## config.mk

```make
export PLATFORM = sky130hd
export DESIGN_NAME = scpu_trace_buffer
export DESIGN_NICKNAME = d
export VERILOG_FILES = /design/src/rtl/scpu_trace_buffer.sv
export SDC_FILE = /design/constraint.sdc
export NUM_CORES = 1
export LEC_CHECK = 0
export CAP_MARGIN = 25
export CORE_MARGIN = 2
export CORE_UTILIZATION = 47
export CTS_CLUSTER_DIAMETER = 150
export CTS_CLUSTER_SIZE = 24
export DETAILED_ROUTE_END_ITERATION = 10
export DONT_BUFFER_PORTS = 1
export PLACE_DENSITY = 0.67
export SYNTH_ARGS = -nofsm -noshare
export SYNTH_HDL_FRONTEND = slang
export SYNTH_SLANG_ARGS = --single-unit
```

## constraint.sdc

```tcl
create_clock -name clk -period 4.54 [get_ports clk]
set_input_delay 0.454 -clock clk [delete_from_list [all_inputs] [get_ports clk]]
set_output_delay 0.454 -clock clk [all_outputs]
set_load 0.05 [all_outputs]
```

## src/rtl/scpu_trace_buffer.sv

```systemverilog
// Trace buffer that snoops SCPU bus activity on committed instructions and
// stores filtered events with a cycle timestamp in a drainable FIFO.
module scpu_trace_buffer #(
  parameter int DEPTH = 16,
  parameter int AW    = 32,
  parameter int DW    = 32,
  parameter int TS_W  = 16,
  localparam int PW   = $clog2(DEPTH),
  localparam int CW   = PW + 1
) (
  input  logic            clk,
  input  logic            rst,
  input  logic            commit,
  input  logic [AW-1:0]   PC_out,
  input  logic [AW-1:0]   Addr_out,
  input  logic [DW-1:0]   Data_out,
  input  logic            MemRW,
  input  logic            CPU_MIO,
  input  logic [1:0]      mode,
  input  logic [AW-1:0]   match_addr,
  input  logic            wrap_en,
  input  logic            arm,
  input  logic            stop,
  input  logic            rd_en,
  output logic            rd_valid,
  output logic [AW-1:0]   rd_pc,
  output logic [AW-1:0]   rd_addr,
  output logic [DW-1:0]   rd_data,
  output logic            rd_memrw,
  output logic [TS_W-1:0] rd_ts,
  output logic [CW-1:0]   count,
  output logic            full,
  output logic            empty,
  output logic            overflow,
  output logic [1:0]      state
);

  typedef struct packed {
    logic [AW-1:0]   pc;
    logic [AW-1:0]   addr;
    logic [DW-1:0]   data;
    logic            memrw;
    logic [TS_W-1:0] ts;
  } entry_t;

  typedef enum logic [1:0] {
    S_IDLE    = 2'b00,
    S_ARMED   = 2'b01,
    S_CAPTURE = 2'b10,
    S_DONE    = 2'b11
  } state_e;

  state_e          state_q;
  logic [PW-1:0]   head_q, tail_q;
  logic [CW-1:0]   count_q, count_nxt;
  logic [TS_W-1:0] ts_q;
  logic            ovf_q;
  entry_t          mem [DEPTH];
  entry_t          wr_e, head_e;

  logic hit, capturing, full_now;
  logic wr_req, do_wr, do_pop, overwrite, drop;

  always_comb begin
    hit = 1'b0;
    case (mode)
      2'b00:   hit = 1'b1;
      2'b01:   hit = CPU_MIO;
      2'b10:   hit = MemRW;
      default: hit = (Addr_out == match_addr);
    endcase
  end

  assign capturing = (state_q == S_ARMED) || (state_q == S_CAPTURE);
  assign full_now  = (count_q == CW'(DEPTH));

  // arm wins over everything else sampled in the same cycle
  assign wr_req    = commit & hit & capturing & ~arm;
  assign do_pop    = rd_en & (count_q != '0) & ~arm;
  // a pop in the same cycle frees a slot, so a full buffer can still accept
  assign do_wr     = wr_req & (~full_now | wrap_en | do_pop);
  assign overwrite = do_wr & full_now & ~do_pop;
  assign drop      = wr_req & ~do_wr;
  assign count_nxt = count_q + CW'(do_wr & ~overwrite) - CW'(do_pop);

  assign wr_e = '{pc: PC_out, addr: Addr_out, data: Data_out, memrw: MemRW, ts: ts_q};

  always_ff @(posedge clk or posedge rst) begin
    if (rst) begin
      state_q <= S_IDLE;
      head_q  <= '0;
      tail_q  <= '0;
      count_q <= '0;
      ts_q    <= '0;
      ovf_q   <= 1'b0;
    end else if (arm) begin
      state_q <= S_ARMED;
      head_q  <= '0;
      tail_q  <= '0;
      count_q <= '0;
      ts_q    <= '0;
      ovf_q   <= 1'b0;
    end else begin
      if (capturing) ts_q <= ts_q + TS_W'(1);
      if (do_wr)     tail_q <= tail_q + PW'(1);
      if (do_pop | overwrite) head_q <= head_q + PW'(1);
      count_q <= count_nxt;
      if (overwrite | drop) ovf_q <= 1'b1;

      if (capturing) begin
        if (stop | drop)
          state_q <= S_DONE;
        else if (do_wr & ~wrap_en & (count_nxt == CW'(DEPTH)))
          state_q <= S_DONE;
        else if (do_wr)
          state_q <= S_CAPTURE;
      end
    end
  end

  always_ff @(posedge clk) begin
    if (do_wr) mem[tail_q] <= wr_e;
  end

  // first-word-fall-through head; zeroed while empty so idle outputs are clean
  assign head_e   = (count_q != '0) ? mem[head_q] : '0;
  assign rd_valid = (count_q != '0);
  assign rd_pc    = head_e.pc;
  assign rd_addr  = head_e.addr;
  assign rd_data  = head_e.data;
  assign rd_memrw = head_e.memrw;
  assign rd_ts    = head_e.ts;
  assign count    = count_q;
  assign full     = full_now;
  assign empty    = (count_q == '0);
  assign overflow = ovf_q;
  assign state    = state_q;

endmodule

```

# ---- Word level (Yosys, flattened, before mapping)
# Memories as Yosys holds them, arrays and structs flattened.
# Cells that the tools add are included.
dict set report word_totals {
  mem_count 1
  mem_bits_rw 1808
  output_inout_bits 124
  in_bits 139
  reg_bits 32
}
# memory words word_bits read_ports rd_clocked_by_memory_dff write_ports line_no
set memory_table {}
lappend memory_table {mem 16 113 1 0 1 58} ;# entry_t mem [DEPTH];
dict set report classes {
  bitwise 23
  addsub 5
  mux 18
  eq_ne 7
  n_reduce_logical 10
}
# op count
set ops {}
lappend ops {{$mux 113} 1}
lappend ops {{$eq 32x32->1} 1}
lappend ops {{$mux 16} 2}
lappend ops {{$add 16x1->16 const B} 1}
lappend ops {{$mux 4} 4}
lappend ops {{$and 1x1->1} 11}
lappend ops {{$eq 5x5->1 const B} 2}
lappend ops {{$mux 2} 5}
lappend ops {{$add 4x1->4 const B} 2}
lappend ops {{$reduce_bool 2->1} 4}
lappend ops {{$add 5x5->5} 1}
lappend ops {{$and 1x5->5} 1}
lappend ops {{$logic_not 5->1} 1}
lappend ops {{$mux 5} 1}
lappend ops {{$not 1->1} 5}
lappend ops {{$not 1->5} 1}
lappend ops {{$or 1x1->1} 5}
lappend ops {{$reduce_bool 5->1} 1}
lappend ops {{$sub 5x1->5} 1}
lappend ops {{$eq 2x1->1 const B} 2}
lappend ops {{$eq 2x2->1 const B} 2}
lappend ops {{$mux 1} 4}
lappend ops {{$reduce_bool 4->1} 1}
lappend ops {{$pmux 1 s3} 1}
lappend ops {{3 further kinds} 3}

# ---- Depth between registers and ports, before layout
dict set report logic_depth {
  ltp_word 18
  depth_mapped 17
  ltp_nobuf 17
}

# ---- Worst setup path before layout
# No wires, ideal clock.
dict set report synth_timing {
  path_type {register to register}
  from {register state_q[0], in the netlist state[0]}
  to {memory mem[4][0] (netlist name) (enable)}
  setup_slack_ns -0.644
  setup_ns 0.487
  arrival_time_ns 4.697
  synth_period_minus_slack_ns 5.184
  path_stages_with_launch 8
  cell_sequence {dfrtp_1 xor2_2 and2_4 nand2_4 nor4_4 o21a_4 buf_8 and4b_1}
}
dict set report synth_between {
  elab_chain_cells 7
}
# element line_no
set synth_rtl {}
lappend synth_rtl {{from (decl)} 53} ;# state_e state_q;
lappend synth_rtl {{from (signal assigned)} 90} ;# state_q <= S_IDLE;
lappend synth_rtl {{from (signal assigned)} 97} ;# state_q <= S_ARMED;
lappend synth_rtl {{from (signal assigned)} 112} ;# state_q <= S_DONE;
lappend synth_rtl {{$eq 2x1->1 / $eq 2x2->1 (equally long branches)} 74} ;# assign capturing = (state_q == S_ARMED) || (state_q == S_CAPTURE);
lappend synth_rtl {{$logic_or 1x1->1 (*)} 74}
lappend synth_rtl {{$and 1x1->1 (*) (2 in a row)} 78} ;# assign wr_req = commit & hit & capturing & ~arm;
lappend synth_rtl {{$and 1x1->1 (*)} 81} ;# assign do_wr = wr_req & (~full_now | wrap_en | do_pop);
lappend synth_rtl {{$mux 1 (*)} 122} ;# if (do_wr) mem[tail_q] <= wr_e;
lappend synth_rtl {{$mux 1 (implied by the code) (*)} 122}
lappend synth_rtl {{to (decl)} 58}
# Mark *: on every way between the ends. The rest lies on a longest branch, timed or not.

# ---- Final worst setup path
dict set report layout_timing {
  from {register head_q[0]}
  to {output port rd_ts[10]}
}
dict set report layout_between {
  elab_chain_cells 2
}
# element line_no
set layout_rtl {}
lappend layout_rtl {{from (decl)} 54} ;# logic [PW-1:0] head_q, tail_q;
lappend layout_rtl {{from (signal assigned)} 106} ;# if (do_pop | overwrite) head_q <= head_q + PW'(1);
lappend layout_rtl {{$mem_v2 16x113} --}
lappend layout_rtl {{$mux 113} 126} ;# assign head_e = (count_q != '0) ? mem[head_q] : '0;
lappend layout_rtl {{to (decl)} 30} ;# output logic [TS_W-1:0] rd_ts,
# No other way between the ends.

==> key figures <==
Placed design
  • Post-DP HPWL: between 80 and 90 mm
  • RD Place Congestion: roughly 0.77
  • IO Port Bufs: 0
  • Post-place setup slack: slightly below 500 ps

Layout
  • Layout cells sized above 1: 0.254
  • Post-layout util: 0.520
  • Final nets: 3196
  • Area growth, synth to finish: 9.79%

Logic synthesis
  • Mapped Area: 70900 µm²
  • Primary FF master, synth: edfxtp_1
  • Async S/R FF share, synth: 0.0174
  • Synth unique cells: 54
  • Post-synthesis sequential area ratio: 0.777
  • EDFF count, synth: 1808
  • Yosys reg bits: ~1800
  • Gate Count Post-Synth: around 2900
  • Syn Area/Cell: 24.4 µm²
  • Synth top area cells: edfxtp_1 77%, mux4_2 18%, dfrtp_1 1.1%
  • Most frequent cell after synthesis: edfxtp_1
  • Syn. warnings: 0
  • Syn_nets: between 3000 and 4000
  • Top post-synthesis cells by count: 1808 x edfxtp_1, 565 x mux4_2, 117 x and2_1
  • Cell taking the most area after synthesis: edfxtp_1
  • Top cell type's share of synthesized area: 0.766

GRT
  • First-pass GRT wire length: around 230 mm
  • Antenna violations before repair: 23
  • Total congestion overflow: 0
  • GR peak layer: met2
  • GR Layer Usage met1: 0.297
  • Routing usage on met3: 0.0395
  • Total track usage: 0.212
  • Vias in the first global route: 32400
  • Largest net degree at the start of global routing: between 90 and 100
  • GRT met2 Usage: 0.352

Clock tree
  • CTS tree: done
  • Clock buffer count from CTS: 86
  • Clk_lat worst skew: between 700 and 800 ps
  • H-Tree Level Count: 3
  • Clk buf depth: 3
  • TritonCTS Sinks: about 1800
  • Clock slew at reported path FFs: between 100 and 150 ps
  • Clk root buf: clkbuf_16
  • Setup repair bufs after CTS: 0
  • # resized after CTS: 0

Drt
  • Number of nets still failing antenna checks after routing: 0
  • 1st-iter DRT viols: approximately 3400
  • Drt pass-1 iters: 8
  • Routed WL: about 160 mm
  • DR vias/cell: 6.07
  • Drt wl/cell: 31.7 µm
  • Drt drc: 0
  • DR vias: 31100

Die
  • CORE AREA: approximately 150000 µm²
  • DIE HEIGHT: ~390 µm
  • Die area: 154000 µm²
  • Standard-cell row count: approximately 140
  • Number of top-level pins: roughly 260
  • Initial Util: 0.473
  • Die Span X: 392 µm

Run
  • Max_cap viols: 0

Worst setup path
  • Worst Setup Path Type: flop to output pin
  • Crit path largest cell delay: ~1000 ps
  • Buf/Inv on CP: 1
  • Critical Path, Cell by Cell: buf_4 -> mux4_2 -> mux4_2 -> and2_1
  • CP Data Required Time: 4090 ps
  • Max FO, Critical Path: 29
  • Reg2reg setup slack: 870 ps
  • Slowest cell on crit path: dfrtp_4
  • Worst r2r src: count[3]$_DFF_PP0_
  • Crit path DAT: approximately 3800 ps
  • Startpoint Class: flop
  • Delay-heaviest family, CP: multiplexers
  • RR Endpoint: state[0]$_DFFE_PP0P_
  • Worst Setup End Kind: output pin
  • R2R depth: 17
  • CP dominant cell by count: mux4_2
  • Critical Path End: rd_ts[10]
  • Levels on crit path: 4
  • Critical Path Start: head_q[0]$_DFFE_PP0P_

Run status
  • Status: complete, no violations

STA
  • Slew Viols, Final: 0
  • Fin crit share: 0.942
  • Least-Margin Pin Slew: about 990 ps
  • Slew Limit Headroom: 0.339
  • Final setup viols: 0
  • Worst clock skew: 36.8 ps
  • Minimum hold slack: slightly above 70 ps
  • RSZ-0062 raised after global routing: false
  • Achievable frequency: about 230 MHz
  • Worst setup margin: 261 ps
  • Tmin final: 4280 ps
  • Final hold vios: 0

Power
  • Power Density: 488 nW/µm²
  • Leakage: about 23 nW
  • Maximum VDD drop: between 0.3 and 0.4 mV

Min path
  • Worst min path class: input port to flop
[logic make-up (layout without fill, tap and decap cells)]
family | Yosys count | after routing | share of synthesized area
AOI/OAI and AO/OA | 24 | 24 | 0.00259
xor gates and xnor gates | 50 | 50 | 0.00628
adders and majority gates | 12 | 12 | 0.00222
buffers and inverters | 163 | 351 | 0.00987
DFF | 1840 | 1840 | 0.777
muxes | 570 | 570 | 0.180
other | 0 | 9 | 0
and+or+nand+nor | 248 | 248 | 0.0216
[layout by cell type, fill, tap and decap left out, drive strengths merged, types with 2 or more instances in the layout]
cell type and count:
a21oi 7, and2 118, and3 6, and4 7, and4b 8, and4bb 4, buf 96, clkbuf 135
dfrtp 32, diode 9, dlygate4sd3 104, edfxtp 1808, ha 11, inv 15, mux2i 4, mux4 565
nand2 18, nand3 11, nand3b 2, nand4 8, nor2 32, nor2b 7, nor3 6, nor3b 2
nor4 12, o211ai 4, o21ai 3, o21bai 2, o31ai 2, or3 3, xnor2 6, xor2 44
[layer usage]
metal | up-vias | wire length (µm)
met2 | 1297 | 81300
met4 | 16 | 2960
met1 | 16900 | 64800
met5 | - | 103
li1 | 12600 | -
met3 | 177 | 12900
[flip-flops by register name, summed over array words and instances (netlist names)]
name / cells
mem: 1808
ts_q: 16
count: 5
head_q: 4
tail_q: 4
state: 2
overflow: 1
[cell type report]
| cell class | count | area [µm²] |
|---|---|---|
| sequential | 1840 | 55100 |
| inverter | 13 | 48.8 |
| tap | 2016 | 2520 |
| antenna | 9 | 22.5 |
| fill | 11200 | 72000 |
| clock inverter | 3 | 37.5 |
| multi-input combinational | 904 | 15100 |
| timing repair buffer | 200 | 2500 |
| clock buffer | 135 | 2440 |
[timing repair]
item	4_1_cts	5_1_grt
endpoints found under the setup margin	0	0
hold buffers	105	0
endpoints found under the hold margin	1613	0
[through the flow]
step / cells / setup TNS, ps / total power, mW / instance area [µm²]
final: 5120 / 0 / 37.9 / 77800
after global routing: 5114 / 0 / 39.3 / 77800
after global placement: 4868 / 0 / 29.5 / 74300
after floorplan: 2907 / -339620 / 27.5 / 70900
after detailed placement: 4868 / 0 / 29.6 / 74300
after CTS: 5111 / 0 / 38.4 / 77800
[worst min path at each step]
stage	startpoint	endpoint	depth (start not counted)
2_1_floorplan	tail_q[0]$_DFFE_PP0P_	tail_q[0]$_DFFE_PP0P_	1
3_3_place_gp	rst	count[3]$_DFF_PP0_	2
3_5_place_dp	rst	count[4]$_DFF_PP0_	2
4_1_cts	arm	head_q[3]$_DFFE_PP0P_	2
5_1_grt	arm	head_q[3]$_DFFE_PP0P_	2
6_report	arm	head_q[3]$_DFFE_PP0P_	2
[power by group]
group | total [mW] | switching, mW | internal, mW | leakage, nW
sequential | 18.9 | 0.191 | 18.7 | 16.7
clock | 8.68 | 4.94 | 3.74 | 1.19
combinational | 10.4 | 6.30 | 4.08 | 5.12
total | 37.9 | 11.4 | 26.5 | 23.1
No activity file was read; power rests on OpenSTA's default activity.
